File: src/rtl/seg7_scan_display_pkg.sv
// Shared constants for the multiplexed 7-segment scanner: segment patterns
// (bit order {g,f,e,d,c,b,a}, active-high), port widths and a ceil-log2 helper.
package seg7_scan_display_pkg;

  localparam int NIB_W = 4;
  localparam int SEG_W = 7;
  localparam int CNT_W = 4;
  localparam int OUT_W = 8;

  localparam logic [SEG_W-1:0] SEG_0   = 7'h3F;
  localparam logic [SEG_W-1:0] SEG_1   = 7'h06;
  localparam logic [SEG_W-1:0] SEG_2   = 7'h5B;
  localparam logic [SEG_W-1:0] SEG_3   = 7'h4F;
  localparam logic [SEG_W-1:0] SEG_4   = 7'h66;
  localparam logic [SEG_W-1:0] SEG_5   = 7'h6D;
  localparam logic [SEG_W-1:0] SEG_6   = 7'h7D;
  localparam logic [SEG_W-1:0] SEG_7   = 7'h07;
  localparam logic [SEG_W-1:0] SEG_8   = 7'h7F;
  localparam logic [SEG_W-1:0] SEG_9   = 7'h6F;
  localparam logic [SEG_W-1:0] SEG_A   = 7'h77;
  localparam logic [SEG_W-1:0] SEG_B   = 7'h7C;
  localparam logic [SEG_W-1:0] SEG_C   = 7'h39;
  localparam logic [SEG_W-1:0] SEG_D   = 7'h5E;
  localparam logic [SEG_W-1:0] SEG_E   = 7'h79;
  localparam logic [SEG_W-1:0] SEG_F   = 7'h71;
  localparam logic [SEG_W-1:0] SEG_OFF = 7'h00;

  function automatic int clog2(input int value);
    int r;
    r = 0;
    for (int i = 0; i < 31; i++) begin
      if ((32'sd1 <<< i) < value) begin
        r = i + 1;
      end else begin
        r = r;
      end
    end
    return r;
  endfunction

endpackage

File: src/rtl/seg7_scan_display_hex_decode.sv
// Combinational hex nibble to 7-segment pattern decoder (active-high, no DP).
module seg7_hex_decode
  import seg7_scan_display_pkg::*;
(
  input  logic [NIB_W-1:0] nibble,
  output logic [SEG_W-1:0] pattern
);

  // Full hex table, lower-case b and d so they differ from 8 and 0
  always_comb begin
    pattern = SEG_OFF;
    case (nibble)
      4'h0:    pattern = SEG_0;
      4'h1:    pattern = SEG_1;
      4'h2:    pattern = SEG_2;
      4'h3:    pattern = SEG_3;
      4'h4:    pattern = SEG_4;
      4'h5:    pattern = SEG_5;
      4'h6:    pattern = SEG_6;
      4'h7:    pattern = SEG_7;
      4'h8:    pattern = SEG_8;
      4'h9:    pattern = SEG_9;
      4'hA:    pattern = SEG_A;
      4'hB:    pattern = SEG_B;
      4'hC:    pattern = SEG_C;
      4'hD:    pattern = SEG_D;
      4'hE:    pattern = SEG_E;
      4'hF:    pattern = SEG_F;
      default: pattern = SEG_OFF;
    endcase
  end

endmodule

File: src/rtl/seg7_scan_display.sv
// Time-multiplexed N-digit 7-segment driver with clock-enable scan ticks,
// anti-ghosting guard gap, blanking, blink and output polarity select.
module seg7_scan_display
  import seg7_scan_display_pkg::*;
#(
  parameter int NUM_DIGITS = 8,
  parameter int CLK_HZ     = 100_000_000,
  parameter int SCAN_HZ    = 1_000,
  parameter int BLINK_HZ   = 2,
  parameter int GUARD_CYC  = 4,
  parameter bit ACTIVE_LOW = 1'b1
)
(
  input  logic                        clk,
  input  logic                        rst,
  input  logic                        en,
  input  logic [CNT_W-1:0]            active_cnt,
  input  logic [NIB_W*NUM_DIGITS-1:0] digits,
  input  logic [NUM_DIGITS-1:0]       dp_mask,
  input  logic [NUM_DIGITS-1:0]       blank_mask,
  input  logic [NUM_DIGITS-1:0]       blink_mask,
  output logic [NUM_DIGITS-1:0]       seg_en,
  output logic [OUT_W-1:0]            seg_out,
  output logic                        scan_tick
);

  localparam int PRE_DIV   = CLK_HZ / SCAN_HZ;
  localparam int BLINK_DIV = CLK_HZ / (2 * BLINK_HZ);
  localparam int PRE_W     = (PRE_DIV > 1) ? clog2(PRE_DIV) : 1;
  localparam int BLINK_W   = (BLINK_DIV > 1) ? clog2(BLINK_DIV) : 1;
  localparam int GUARD_W   = (GUARD_CYC > 0) ? clog2(GUARD_CYC + 1) : 1;
  localparam int IDX_W     = (NUM_DIGITS > 1) ? clog2(NUM_DIGITS) : 1;

  localparam logic [PRE_W-1:0]      PRE_MAX    = PRE_W'(PRE_DIV - 1);
  localparam logic [BLINK_W-1:0]    BLINK_MAX  = BLINK_W'(BLINK_DIV - 1);
  localparam logic [GUARD_W-1:0]    GUARD_LOAD = GUARD_W'(GUARD_CYC);
  localparam logic [CNT_W:0]        ND_MAX     = (CNT_W + 1)'(NUM_DIGITS);
  localparam logic [NUM_DIGITS-1:0] DIGIT0     = NUM_DIGITS'(1);
  localparam logic [NUM_DIGITS-1:0] EN_POL     = {NUM_DIGITS{ACTIVE_LOW}};
  localparam logic [OUT_W-1:0]      SEG_POL    = {OUT_W{ACTIVE_LOW}};

  if (GUARD_CYC >= PRE_DIV) begin : g_guard_too_long
    $error("GUARD_CYC must be smaller than CLK_HZ/SCAN_HZ");
  end
  if (NUM_DIGITS < 1 || NUM_DIGITS > 8) begin : g_bad_digits
    $error("NUM_DIGITS must be in 1..8");
  end

  logic [PRE_W-1:0]      pre_cnt_r;
  logic [BLINK_W-1:0]    blink_cnt_r;
  logic                  blink_phase_r;
  logic [IDX_W-1:0]      idx_r;
  logic [GUARD_W-1:0]    guard_r;
  logic                  tick_s;
  logic [CNT_W:0]        eff_cnt_s;
  logic [CNT_W:0]        idx_inc_s;
  logic [IDX_W-1:0]      idx_next_s;
  logic [NIB_W-1:0]      nibble_s;
  logic [SEG_W-1:0]      pattern_s;
  logic                  lit_s;
  logic [NUM_DIGITS-1:0] seg_en_s;
  logic [OUT_W-1:0]      seg_out_s;

  assign tick_s   = (pre_cnt_r == PRE_MAX);
  assign nibble_s = digits[{idx_r, 2'b00} +: NIB_W];

  seg7_hex_decode u_decode (
    .nibble  (nibble_s),
    .pattern (pattern_s)
  );

  // Scan prescaler; scan_tick marks the cycle in which it wraps
  always_ff @(posedge clk) begin
    if (rst) begin
      pre_cnt_r <= {PRE_W{1'b0}};
      scan_tick <= 1'b0;
    end else begin
      scan_tick <= tick_s;
      if (tick_s) begin
        pre_cnt_r <= {PRE_W{1'b0}};
      end else begin
        pre_cnt_r <= pre_cnt_r + PRE_W'(1);
      end
    end
  end

  // Free-running blink divider, phase starts in the visible half
  always_ff @(posedge clk) begin
    if (rst) begin
      blink_cnt_r   <= {BLINK_W{1'b0}};
      blink_phase_r <= 1'b1;
    end else if (blink_cnt_r == BLINK_MAX) begin
      blink_cnt_r   <= {BLINK_W{1'b0}};
      blink_phase_r <= ~blink_phase_r;
    end else begin
      blink_cnt_r   <= blink_cnt_r + BLINK_W'(1);
      blink_phase_r <= blink_phase_r;
    end
  end

  // Next digit index; a shrunk active_cnt simply wraps to 0 at the next tick
  always_comb begin
    eff_cnt_s  = {1'b0, active_cnt};
    idx_next_s = {IDX_W{1'b0}};
    if (active_cnt == 4'd0) begin
      eff_cnt_s = 5'd1;
    end else if ({1'b0, active_cnt} > ND_MAX) begin
      eff_cnt_s = ND_MAX;
    end else begin
      eff_cnt_s = {1'b0, active_cnt};
    end
    idx_inc_s = (CNT_W + 1)'(idx_r) + 5'd1;
    if (idx_inc_s >= eff_cnt_s) begin
      idx_next_s = {IDX_W{1'b0}};
    end else begin
      idx_next_s = idx_inc_s[IDX_W-1:0];
    end
  end

  // Digit index and guard gap both restart on every scan tick
  always_ff @(posedge clk) begin
    if (rst) begin
      idx_r   <= {IDX_W{1'b0}};
      guard_r <= {GUARD_W{1'b0}};
    end else if (tick_s) begin
      idx_r   <= idx_next_s;
      guard_r <= GUARD_LOAD;
    end else if (guard_r != {GUARD_W{1'b0}}) begin
      guard_r <= guard_r - GUARD_W'(1);
    end else begin
      guard_r <= guard_r;
    end
  end

  always_comb begin
    seg_en_s  = {NUM_DIGITS{1'b0}};
    seg_out_s = {OUT_W{1'b0}};
    lit_s = en & ~blank_mask[idx_r] & ~(blink_mask[idx_r] & ~blink_phase_r)
            & (guard_r == {GUARD_W{1'b0}});
    if (lit_s) begin
      seg_en_s  = DIGIT0 << idx_r;
      seg_out_s = {dp_mask[idx_r], pattern_s};
    end else begin
      seg_en_s  = {NUM_DIGITS{1'b0}};
      seg_out_s = {OUT_W{1'b0}};
    end
  end

  // Output register; polarity applied as a constant XOR so reset reads "all off"
  always_ff @(posedge clk) begin
    if (rst) begin
      seg_en  <= EN_POL;
      seg_out <= SEG_POL;
    end else begin
      seg_en  <= seg_en_s ^ EN_POL;
      seg_out <= seg_out_s ^ SEG_POL;
    end
  end

endmodule

File: config.mk
export PLATFORM = sky130hd
export DESIGN_NAME = seg7_scan_display
export DESIGN_NICKNAME = d
export VERILOG_FILES = /design/src/rtl/seg7_scan_display_pkg.sv /design/src/rtl/seg7_scan_display_hex_decode.sv /design/src/rtl/seg7_scan_display.sv
export SDC_FILE = /design/constraint.sdc
export NUM_CORES = 1
export LEC_CHECK = 0
export BUFFER_PORTS_ARGS = -buffer_cell sky130_fd_sc_hd__buf_4
export CORE_AREA = 2 2 88 90
export DETAILED_ROUTE_END_ITERATION = 7
export DIE_AREA = 0 0 90 92
export GPL_TIMING_DRIVEN = 1
export PLACE_DENSITY = 0.74
export SETUP_SLACK_MARGIN = 0.02
export SYNTH_ARGS = -nofsm -noshare
export SYNTH_HDL_FRONTEND = slang
export SYNTH_SLANG_ARGS = --single-unit
File: constraint.sdc
create_clock -name clk -period 2.1 [get_ports clk]
set_input_delay 0.315 -clock clk [delete_from_list [all_inputs] [get_ports clk]]
set_output_delay 0.315 -clock clk [all_outputs]
set_load 0.01 [all_outputs]
### After elaboration in Yosys (flattened, before gate mapping)

Memories as Yosys holds them, arrays and structs flattened.
Index checks and enable logic that the tools add are counted.

* shift-type cells: 2
* bitwise gates (word level): 9
* $add $sub $neg: 4
* muxes and demuxes: 13
* reduce and logical (&&, ||, !) cells: 6
* eq/ne operators: 2
* $lt $le $gt $ge: 3

Operator list (count)
* $shiftx A32 B6 Y4: 1
* $add A25 B1 Y25 const B: 1
* $eq A25 B25 Y1 const B: 1
* $add A17 B1 Y17 const B: 1
* $eq A17 B17 Y1 const B: 1
* $mux W8: 2
* $not A8 Y8: 2
* $bmux W1 S3: 3
* $mux W3: 3
* $mux W4: 2
* $shl A1 B3 Y8 const A: 1
* $ge A4 B5 Y1: 1
* $add A3 B1 Y4 const B: 1
* $and A1 B1 Y1: 4
* $gt A4 B4 Y1 const B: 1
* $logic_not A4 Y1: 1
* $lt A3 B4 Y1 const B: 1
* $reduce_or A2 Y1: 2
* $logic_not A3 Y1: 1
* $mux W1: 3
* $not A1 Y1: 3
* $reduce_bool A3 Y1: 1
* $sub A3 B1 Y3 const B: 1
* $reduce_bool A2 Y1: 1

* input bits: 63
* register bits after elaboration: 66
* output and inout bits: 17
* logic and storage cells: 49
* memories: 1
* memory bits (read-only): 112

Memories
* (name not given): words 16, width 7, read ports 1, clocked after memory_dff 0, write ports 0, RTL line seg7_scan_display_hex_decode.sv:12 `case (nibble)`

### Logic depth before layout (Yosys ltp)

* depth after elaboration: 8
* depth in mapped cells: 10
* mapped depth without buffers: 9

### Modules after synthesis

Synthesis repeated with hierarchy kept, for this count alone.

* cells, all modules: 387
* area, all modules: 3574.7 µm²

Modules (own cells, without submodules)
* seg7_scan_display: area each 3291.9 µm², times used 1, cells an instance 354, seq. area each 1321.3 µm²
* seg7_hex_decode: area each 282.8 µm², times used 1, cells an instance 33, seq. area each 0.0 µm²

### Least setup slack after synthesis

OpenSTA, ideal clock, no wires.

* kind: register to register
* start: register idx_r[0]
* end: register seg_out[5]
* setup slack: -168 ps
* library setup time: 146 ps
* arrival time: 2122 ps
* required time: 1954 ps
* cell stages (with the launch flop): 9
* path buffers: 2
* clock period less this slack: 2268 ps
* cell sequence: dfxtp_1 > buf_6 > buf_6 > mux4_2 > mux2_2 > ha_1 > mux2_1 > nand2_1 > o211ai_1

* cells in the longest elaborated chain, start to end: 8
* elaborated cells on any way between the ends: 14
* those cells by class: 1 x shift; 5 x mux; 7 x bitwise; 1 x memory

Ends and longest elaborated chain
* from (decl): RTL line seg7_scan_display.sv:52 `logic [IDX_W-1:0] idx_r;`
* from (signal assigned): RTL line seg7_scan_display.sv:123 `idx_r <= {IDX_W{1'b0}};`
* from (signal assigned): RTL line seg7_scan_display.sv:126 `idx_r <= idx_next_s;`
* parallel branches: the longest is 6 deep, another holds $mem_v2 Z16 W7
* $mux W8 (*): RTL line seg7_scan_display.sv:140 `if (lit_s) begin`
* $not A8 Y8 (no source line) (*)
* to (signal assigned): RTL line seg7_scan_display.sv:156 `seg_out <= seg_out_s ^ SEG_POL;`
* to (decl): RTL line seg7_scan_display.sv:23 `output logic [OUT_W-1:0] seg_out,`

Every way passes the cells marked *. The select of a mux whose other input is x is not followed.
A chain may end at the register's enable or synchronous reset.

### Final worst setup path

Same ends and word-level chain as after synthesis.

==> impl_metrics.yaml <==
global_route:
  grt_pass1_wl_mm: 13.2
  globalRouteOverflowTotal: 0
  grt_max_degree: 26
  grtUsageTotal_pct: 19.7
  grt_antenna_before_repair: 0
  grt_pass1_vias: 2915
floorplan:
  io_pins: 80
  die_h_um: 92
  rows: 32
  dieWidth_um: 90
  initial_core_util_pct: 46.5
  core_um2: 7450
  dieArea_um2: 8280
timing:
  tightest_slew_ps: 506
  finalCritPeriodShare_pct: 97.6
  timing_hold_violations_final: 0
  period_needed_ps: 2050
  final.setup.tns_ps: 0
  slew_headroom_pct: 66.0
  finClkSkew_ps: 6.80
  max_freq_mhz: 488
  setup_viol: 0
  rsz0062_at_grt: "true"
  slew_viol_final: 0
clock_tree:
  clkLatencyLatePin_ps: 340
  htree_levels: 3
  cts.hold.buffers_added: 0
  clock_path_buffers: 2
  numCtsBuffers: 9
  cts_tree: "built"
  clock-root-buffer: "clkbuf_8"
  cts_sinks: 66
  cts.clk_slew.worst_paths_ps: 70
critical_path:
  critPathCaptureType: "register"
  r2r_cells: 7
  cp_num_buf_inv: 1
  cp_max_fo: 7
  worstReg2RegStart: "idx_r[0]"
  startpoint: "idx_r[0]"
  crit_path_start_kind: "register"
  path_common_cell: "mux2_4"
  slowest_delay_ps: 510
  cp_top_family: "multiplexers"
  r2r_slack_ps: 50
  path_cells: "buf_12, mux4_2, mux2_4, ha_4, mux2_4, nand2_2, o211ai_1"
  critPathSlowestCell: "mux4_2"
  worstPathArrival_ps: 2270
  worst-path-stages: 7
  required_ps: 2320
  path_class: "register to register"
  timing.rr.end: "seg_out[5]"
drt:
  drt_iter0_drc: 107
  postRouteAntennaNets: 0
  first_pass_iters: 5
  drt_wl_total_mm: 7.95
  viasPerCell: 5.01
  via_count: 2850
  drc: 0
  wl_per_cell_um: 14.0
logic_synthesis:
  syn_area_um2: 3460
  synth.avg_cell_area_um2: 9.36
  synth.distinct_cells: 45
  syn_nets: 454
  postSynthCellCount: 370
  synth_edf_count: 0
  ys_seq_elements: 66
  synth_warnings: 0
  synth_seq_area_share_pct: 38.2
  ys.flop_type: "dfxtp_1"
  ys_async_sr_fraction_pct: 0
layout:
  final_common_cell: "buf_4"
  fin_cells: 569
  num_antenna_cells: 0
  syn2layout_area_growth_pct: 31.0
  nets: 548
  regArea_um2: 1330
  multi_input_area_um2: 2040
  n_fill_cell: 636
  most-common-layout-cells: "buf_4, dfxtp_1, nor2_1"
  drive_gt1_share_pct: 33.2
power_and_ir_drop:
  power_density_nw_per_um2: 571
  leakage_nw: 1.80
  ir_drop_mv: 0.609
place:
  dp_hpwl_mm: 6.02
  place.gp.congestion: 0.867
  port_buffers: 79
  dp.cells: 550
status:
  outcome: "finished, final reports clean"
hold_path:
  hold_class: "input port to register"
  hold-path-endpoint: "pre_cnt_r[13]"
  min_delay_path_depth: 2
  min_from: "rst"
flow_run:
  maxCapViolCount: 0
-- final cells by class --
cell class | instances | area share [%]
multi-input combinational | 269 | 45.0
sequential | 66 | 29.3
timing repair buffer | 101 | 18.0
clock buffer | 11 | 3.12
tap | 102 | 2.81
inverter | 17 | 1.41
clock inverter | 3 | 0.386
-- cells in the mapped netlist, drive strengths merged (2+ instances only) --
master / number / area (µm²)
a211oi: 3 / 27.5
a21o: 2 / 15.0
a21oi: 4 / 20.0
a22o: 2 / 17.5
and2: 3 / 18.8
and3: 8 / 50.1
buf: 12 / 98.8
clkbuf: 6 / 22.5
dfxtp: 66 / 1320
ha: 21 / 263
inv: 17 / 63.8
mux2: 3 / 33.8
mux2i: 4 / 43.8
mux4: 14 / 315
nand2: 30 / 113
nand2b: 2 / 12.5
nand3: 23 / 115
nand4: 8 / 50.1
nor2: 60 / 225
nor3: 11 / 55.1
nor4: 10 / 77.6
o211ai: 3 / 22.5
o21ai: 2 / 10.0
or2: 5 / 31.3
or4: 2 / 15.0
xnor2: 25 / 219
xor2: 15 / 131
-- flip-flops by register name, indices dropped and copies added (netlist names) --
name and flops:
seg_en 8, blink_cnt_r 25, seg_out 8, scan_tick 1, idx_r 3, guard_r 3, pre_cnt_r 17, blink_phase_r 1
-- layer usage --
metal	GRT usage [%]	vias to the layer above	routed length, µm
met5	0	-	0
met4	5.64	0	131
met3	4.52	10	195
met2	34.0	43	4040
met1	24.7	1342	3580
li1	-	1455	-
-- power by group --
part / switching [mW] / leakage [nW] / internal (mW)
logic: 0.176 / 1.19 / 0.206
registers: 0.0205 / 0.536 / 1.29
clock network: 0.456 / 0.0810 / 0.443
total: 0.652 / 1.80 / 1.94
-- cells by family after synthesis --
group | after synthesis | share of synthesized area (%)
fa+ha+maj | 21 | 7.59
flops | 66 | 38.2
simple gates | 168 | 23.5
xor+xnor | 40 | 10.1
compound gates | 19 | 3.98
mux | 21 | 11.3
buf+inv | 35 | 5.35
-- through the flow --
stage          setup slack, ps  total power, mW  hold slack (ps)  cell area [µm²]  util [%]
2_1_floorplan            -35.9             1.56              417             3500         -
3_3_place_gp              95.5             1.70              432             4250      57.0
3_5_place_dp              15.9             1.72              454             4250      57.0
4_1_cts                   20.8             2.61              239             4410      59.2
5_1_grt                   1.62             2.72              248             4530      60.9
6_report                  50.3             2.59              251             4530      60.9
-- worst max path at each step --
stage	to	slack, ps
2_1_floorplan	seg_out[5]	-40
3_3_place_gp	seg_out[3]	100
4_1_cts	idx_r[0]	20
5_1_grt	seg_out[5]	2
6_report	seg_out[5]	50
3_5_place_dp	seg_out[3]	20
-- repair_timing --
item                       in CTS  in global routing
resized for setup               1                 17
setup endpoints to repair       2                 34
pin swaps                       0                  4
buffers inserted                0                  5
(Power assumes the default switching activity.)
